### src/rtl/mips_multicycle_ctrl.sv
// Multicycle MIPS sequencer; 3-5 cycles/instr plus one per memory wait cycle; stalls in memory states until mem_ready.
// Define MIPS_JUMP_EN to decode J (opcode 000010) into JEX; otherwise J is illegal.
module mips_multicycle_ctrl (
   input  logic       clk,
   input  logic       rst_n,
   input  logic [5:0] opcode,
   input  logic [5:0] funct,
   input  logic       zero,
   input  logic       mem_ready,
   output logic       mem_req,
   output logic       mem_write,
   output logic       iord,
   output logic       ir_write,
   output logic       pc_write,
   output logic [1:0] pc_src,
   output logic       alu_src_a,
   output logic [1:0] alu_src_b,
   output logic [2:0] alu_ctrl,
   output logic       reg_dst,
   output logic       mem_to_reg,
   output logic       reg_write,
   output logic       instr_done,
   output logic       illegal
);

   localparam logic [3:0] S_IDLE    = 4'd0;
   localparam logic [3:0] S_FETCH   = 4'd1;
   localparam logic [3:0] S_DECODE  = 4'd2;
   localparam logic [3:0] S_MEMADR  = 4'd3;
   localparam logic [3:0] S_MEMRD   = 4'd4;
   localparam logic [3:0] S_MEMWB   = 4'd5;
   localparam logic [3:0] S_MEMWR   = 4'd6;
   localparam logic [3:0] S_RTYPEEX = 4'd7;
   localparam logic [3:0] S_ALUWB   = 4'd8;
   localparam logic [3:0] S_BEQEX   = 4'd9;
   localparam logic [3:0] S_ADDIEX  = 4'd10;
   localparam logic [3:0] S_ADDIWB  = 4'd11;
`ifdef MIPS_JUMP_EN
   localparam logic [3:0] S_JEX     = 4'd12;
   localparam logic [5:0] OP_J      = 6'b000010;
`endif

   localparam logic [5:0] OP_RTYPE = 6'b000000;
   localparam logic [5:0] OP_LW    = 6'b100011;
   localparam logic [5:0] OP_SW    = 6'b101011;
   localparam logic [5:0] OP_BEQ   = 6'b000100;
   localparam logic [5:0] OP_ADDI  = 6'b001000;

   localparam logic [2:0] ALU_ADD = 3'b010;
   localparam logic [2:0] ALU_SUB = 3'b110;
   localparam logic [2:0] ALU_AND = 3'b000;
   localparam logic [2:0] ALU_OR  = 3'b001;
   localparam logic [2:0] ALU_SLT = 3'b111;

   logic [3:0] state;
   logic [3:0] state_nxt;
   logic       funct_ok;
   logic [2:0] rtype_alu;

   always_ff @(posedge clk or negedge rst_n) begin
      if (!rst_n) state <= S_IDLE;
      else        state <= state_nxt;
   end

   always_comb begin
      funct_ok  = 1'b1;
      rtype_alu = ALU_ADD;
      case (funct)
         6'b100000: rtype_alu = ALU_ADD;
         6'b100010: rtype_alu = ALU_SUB;
         6'b100100: rtype_alu = ALU_AND;
         6'b100101: rtype_alu = ALU_OR;
         6'b101010: rtype_alu = ALU_SLT;
         default:   funct_ok  = 1'b0;
      endcase
   end

   always_comb begin
      state_nxt  = state;
      mem_req    = 1'b0;
      mem_write  = 1'b0;
      iord       = 1'b0;
      ir_write   = 1'b0;
      pc_write   = 1'b0;
      pc_src     = 2'b00;
      alu_src_a  = 1'b0;
      alu_src_b  = 2'b00;
      alu_ctrl   = ALU_ADD;
      reg_dst    = 1'b0;
      mem_to_reg = 1'b0;
      reg_write  = 1'b0;
      instr_done = 1'b0;
      illegal    = 1'b0;
      case (state)
         S_IDLE: begin
            alu_ctrl  = 3'b000;
            state_nxt = S_FETCH;
         end
         S_FETCH: begin
            mem_req   = 1'b1;
            alu_src_b = 2'b01;
            ir_write  = mem_ready;
            pc_write  = mem_ready;
            if (mem_ready) state_nxt = S_DECODE;
         end
         // Branch target is precomputed here while the opcode is decoded.
         S_DECODE: begin
            alu_src_b = 2'b11;
            case (opcode)
               OP_LW, OP_SW: state_nxt = S_MEMADR;
               OP_BEQ:       state_nxt = S_BEQEX;
               OP_ADDI:      state_nxt = S_ADDIEX;
`ifdef MIPS_JUMP_EN
               OP_J:         state_nxt = S_JEX;
`endif
               OP_RTYPE: begin
                  if (funct_ok) state_nxt = S_RTYPEEX;
                  else begin
                     illegal   = 1'b1;
                     state_nxt = S_FETCH;
                  end
               end
               default: begin
                  illegal   = 1'b1;
                  state_nxt = S_FETCH;
               end
            endcase
         end
         S_MEMADR: begin
            alu_src_a = 1'b1;
            alu_src_b = 2'b10;
            state_nxt = (opcode == OP_SW) ? S_MEMWR : S_MEMRD;
         end
         S_MEMRD: begin
            mem_req = 1'b1;
            iord    = 1'b1;
            if (mem_ready) state_nxt = S_MEMWB;
         end
         S_MEMWB: begin
            reg_write  = 1'b1;
            mem_to_reg = 1'b1;
            instr_done = 1'b1;
            state_nxt  = S_FETCH;
         end
         S_MEMWR: begin
            mem_req    = 1'b1;
            mem_write  = 1'b1;
            iord       = 1'b1;
            instr_done = mem_ready;
            if (mem_ready) state_nxt = S_FETCH;
         end
         S_RTYPEEX: begin
            alu_src_a = 1'b1;
            alu_ctrl  = rtype_alu;
            state_nxt = S_ALUWB;
         end
         S_ALUWB: begin
            reg_write  = 1'b1;
            reg_dst    = 1'b1;
            instr_done = 1'b1;
            state_nxt  = S_FETCH;
         end
         S_BEQEX: begin
            alu_src_a  = 1'b1;
            alu_ctrl   = ALU_SUB;
            pc_src     = 2'b01;
            pc_write   = zero;
            instr_done = 1'b1;
            state_nxt  = S_FETCH;
         end
         S_ADDIEX: begin
            alu_src_a = 1'b1;
            alu_src_b = 2'b10;
            state_nxt = S_ADDIWB;
         end
         S_ADDIWB: begin
            reg_write  = 1'b1;
            instr_done = 1'b1;
            state_nxt  = S_FETCH;
         end
`ifdef MIPS_JUMP_EN
         S_JEX: begin
            pc_src     = 2'b10;
            pc_write   = 1'b1;
            instr_done = 1'b1;
            state_nxt  = S_FETCH;
         end
`endif
         default: begin
            alu_ctrl  = 3'b000;
            state_nxt = S_IDLE;
         end
      endcase
   end

endmodule

### config.mk
export PLATFORM = sky130hd
export DESIGN_NAME = mips_multicycle_ctrl
export DESIGN_NICKNAME = d
export VERILOG_FILES = /design/src/rtl/mips_multicycle_ctrl.sv
export SDC_FILE = /design/constraint.sdc
export NUM_CORES = 1
export LEC_CHECK = 0
export BUFFER_PORTS_ARGS = -buffer_cell sky130_fd_sc_hd__buf_2
export CORE_AREA = 4 4 41 43
export CTS_BUF_LIST = sky130_fd_sc_hd__clkbuf_8
export CTS_CLUSTER_DIAMETER = 30
export DETAILED_ROUTE_END_ITERATION = 8
export DIE_AREA = 0 0 45 47
export HOLD_SLACK_MARGIN = 0.02
export PLACE_DENSITY_LB_ADDON = 0.25
export RECOVER_POWER = 25
export SLEW_MARGIN = 10
export SYNTH_ARGS = -nofsm -noshare
export SYNTH_HDL_FRONTEND = slang
export SYNTH_SLANG_ARGS = --single-unit
### constraint.sdc
create_clock -name clk -period 3.1 [get_ports clk]
set_clock_uncertainty 0.05 [all_clocks]
set_input_delay 0.62 -clock clk [delete_from_list [all_inputs] [get_ports clk]]
set_output_delay 0.62 -clock clk [all_outputs]
set_load 0.01 [all_outputs]
# Yosys cells after proc, flatten, opt, wreduce, memory -nomap -nowiden
# Index checks and enable logic that the tools add are counted.
# word_totals
ff_bits	4
in_bits	16
# op_classes
n_reduce_logical	14
eq_ne	23
mux	25
# op_table
op	count
equality test 6 bit, second input constant	7
case mux 4 bit (8 select lines)	1
equality test 4 x 3 -> 1 bit, second input constant	4
equality test 4 bit, second input constant	4
case mux 4 bit (4 select lines)	1
two-way mux 1 bit	12
two-way mux 4 bit	3
case mux 3 bit (4 select lines)	1
OR reduction 4 bit	3
OR reduction 5 bit	2
case mux 3 bit (3 select lines)	1
OR reduction 9 bit	1
equality test 4 x 2 -> 1 bit, second input constant	2
equality test 6 x 3 -> 1 bit, second input constant	1
equality test 6 x 4 -> 1 bit, second input constant	1
zero test 6 bit	1
!= test 2 bit, second input constant	3
case mux 1 bit (2 select lines)	3
case mux 2 bit (3 select lines)	1
OR reduction 2 bit	3
OR reduction 3 bit	2
equality test 4 x 1 -> 1 bit, second input constant	1
zero test 4 bit	1
two-way mux 3 bit	1
2 further kinds	2

# Longest topological paths before layout
# logic_depth
ltp_word	6
mapped_depth	5
mapped_depth_nobuf	4

# Least setup slack after synthesis
# OpenSTA, ideal clock, no wires.
# synth_timing
path_kind	input to output
from	input port opcode[1]
to	output port illegal
t_arrival_ps	1869
cell_stages	5
path_buffers	1
setup_slack_ps	561
path_cell_list	or4_1 -> buf_2 -> nor3_1 -> nand2_1 -> a311oi_1
# synth_via
elab_chain_cells	4
elab_cells_between_ends	8
cone_classes	eq/ne (4); mux (2); reduce/logical (2)
# synth_lines
element	line	source
from (decl)	6	input logic [5:0] opcode,
equality test 6 bit, or another cell as far along	109	case (opcode)
OR reduction 4 bit (no line)	n/a	
case mux 1 bit (2 select lines) (*)	109	
two-way mux 1 bit (*)	94	case (state)
to (decl)	23	output logic illegal
# Mark *: on every way between the ends. The rest lies on a longest branch, timed or not.

# Worst setup path in the final report
# Same ends and word-level chain as after synthesis.

==> summary.txt <==
Setup path
  – CP Depth: 6
  – Reg2Reg Depth: 4
  – Crit path DAT: 2.03 ns
  – Critical Path Max Stage Delay: 0.63 ns
  – Worst path required time: 2.43 ns
  – Slowest cell on the critical path: or4_1
  – Top delay family on crit path: simple AND/OR/NAND/NOR gates
  – Bufs and invs on worst path: 2
  – Crit Path Max Fanout: 7
  – Crit-path most repeated cell: buf_2
  – CP Capture Type: primary output
  – Startpoint Class: input port
  – Critical path, cell by cell: buf_2, or4_1, nor3_1, nand2_1, a311oi_1, buf_2
  – Kind of critical path: input port to primary output

Timing
  – Setup TNS: 0 ns
  – Fin crit period: 2.701 ns
  – Unrepaired setup endpoints after global routing: no
  – Final setup vio count: 0
  – Highest Clock Rate: 370.2 MHz
  – Endpoints failing hold: 0
  – Period utilisation layout: 87.13%
  – Hold slack: 0.1788 ns
  – Slew Limit Fails: 0

Detailed routing
  – Number of vias per cell: 5.970
  – 1st-pass router iterations: 4
  – DR WL/cell: 12.27 um
  – Met2 Wirelength: 776 um
  – Initial drt markers: 18
  – M1 WL: 700 um
  – Wire length on met3: 143 um
  – Routed Antenna Nets: 0
  – DR vias: 788
  – DRT Wirelength: 1.620 mm
  – Max layer used: met3
  – Remaining DRCs: 0

CTS
  – Worst skew pair latency: 0.21 ns
  – Num CTS Buffers: 3
  – Post-CTS Resized: 0
  – Max Root-Sink Buffers: 2
  – CTS HTree Levels: 1
  – Setup bufs post-CTS: 0
  – Clk sinks: 4
  – Root Buffer: clkbuf_8
  – CTS clk-pin slew, worst paths: 0.03 ns
  – CTS tree: yes
  – CTS Hold Buffers Added: 0

Floorplan
  – Site Rows: 13
  – Starting density of the core: 45.96%
  – I/O pin count: 34
  – Die ar.: 2115 um^2
  – Core ar.: 1301 um^2
  – Die Height: 47 um
  – Die X: 45 um

Run status
  – Status: complete, no violations

Finish
  – # diodes: 0
  – Multi-input logic area: 459.2 um^2
  – Max reg flops: 4
  – Share of cells above drive strength 1: 31.62%
  – Fillcell total: 135
  – Regs by FF count: state: 4 flops
  – Top reg by flops: state
  – Fin nets: 135
  – Area delta synth->final: 30.75%
  – Sequential cell area: 100.1 um^2

Synthesis
  – Most common library cells after synthesis: 12 x nor2_1, 7 x a21oi_1, 7 x nand2b_1
  – Main flop type after synthesis: dfrtp_1
  – Post-synth EDFFs: 0
  – Synthesized cell area: 598.1 um^2
  – Count of different cell masters after synthesis: 37
  – Seq/Total Area, Yosys: 16.74%
  – Count leader, synth: nor2_1
  – Post-Synthesis Cells: 90
  – Syn Nets: 106
  – Async SR Flop Fraction: 100.0%
  – Post-synth top area cell: dfrtp_1
  – Avg Cell Area, Syn: 6.645 um^2
  – Yosys warning total: 0
  – Top-area cell type share of the netlist area: 16.74%
  – Flops & latches, synth: 4
  – Top cells by area, synth: dfrtp_1 17%, nor2_1 7.5%, nand2b_1 7.3%

GRT
  – Largest net degree at the start of global routing: 18
  – Vias in the first global route: 666
  – First-pass GRT wire length: 2.760 mm
  – Remaining global-route overflow: 0
  – Tot GR Track Use: 17.10%
  – Initial antenna violation count: 0

Power and ir drop
  – VDD IR-drop max: 272.5 uV
  – Pleak: 0.3625 nW
  – PD cells: 777.0 nW/um^2

Placed design
  – Dpl hpwl: 1.252 mm
  – # port buffers: 32
  – RePlAce Congestion: 0.7442

Min path
  – Hold Crit Class: input port to async pin

Flow run
  – Max cap viols: 0
[final timing paths]
check                          start        to  slack [ns]
max                        opcode[1]   illegal        0.40
min                            rst_n  state[0]        0.18
max reg2reg                 state[0]  state[1]        1.32
min reg2reg                 state[3]  state[2]        0.63
max in group asynchronous      rst_n  state[2]        2.64
min in group clk            state[3]  state[2]        0.63
[power breakdown]
part / switching (W) / internal [W]
Sequential: 0.0000665 / 0.0000707
Combinational: 0.000198 / 0.000166
Clock: 0.0000239 / 0.0000825
Total: 0.000289 / 0.000319
[worst reg2reg max path, stage by stage (launching register included)]
cell and delay [ns]:
dfrtp_1 0.54, nand2b_1 0.32, a2111oi_0 0.35, a21boi_1 0.24, o221a_1 0.21
[cell usage in the layout (no fill, tap or decap), types with 2 or more instances in the layout]
cell	instances
nand3_1	2
or4_1	2
o21ai_0	5
nor3_1	4
nand2_1	6
buf_2	31
nand2b_1	7
nor2b_1	5
nor2_1	12
a21oi_1	7
dfrtp_1	4
nand4_1	2
clkbuf_8	3
o22ai_1	4
[area by class of cell]
type / count / share of cell area [%]
Tap cell: 15 / 2.400
Inverter: 1 / 0.4800
Sequential cell: 4 / 12.80
Clock buffer: 3 / 5.280
Multi-Input combinational cell: 77 / 58.72
Timing Repair Buffer: 32 / 20.32
[per-layer routing]
| layer | track usage [%] | vias up |
|---|---|---|
| met5 | 0 | - |
| met4 | 3.509 | 0 |
| met3 | 4.215 | 0 |
| met2 | 29.10 | 32 |
| met1 | 21.97 | 364 |
| li1 | - | 392 |
[kinds of logic (layout without fill, tap and decap cells)]
group,Yosys count,after routing,share of synthesized area [%]
AO/OA/AOI/OAI,28,28,32.43
buffers and inverters,9,36,6.484
flip-flops,4,4,16.74
multiplexers,1,1,1.883
other,1,1,0.6270
AND/OR/NAND/NOR,47,47,41.84
[per-stage QoR]
stage	setup slack [ns]	cells	power, W	area (um^2)	util (%)
5_1_grt	0.2641	132	0.0006650	782.0	60.10
6_report	0.3989	132	0.0006076	782.0	60.10
3_3_place_gp	0.4405	129	0.0004986	742.0	57.02
3_5_place_dp	0.4043	129	0.0005034	742.0	57.02
2_1_floorplan	0.5614	90	0.0003875	598.1	-
4_1_cts	0.3955	132	0.0006118	783.3	60.19
Power figures use the tool's default switching activity.
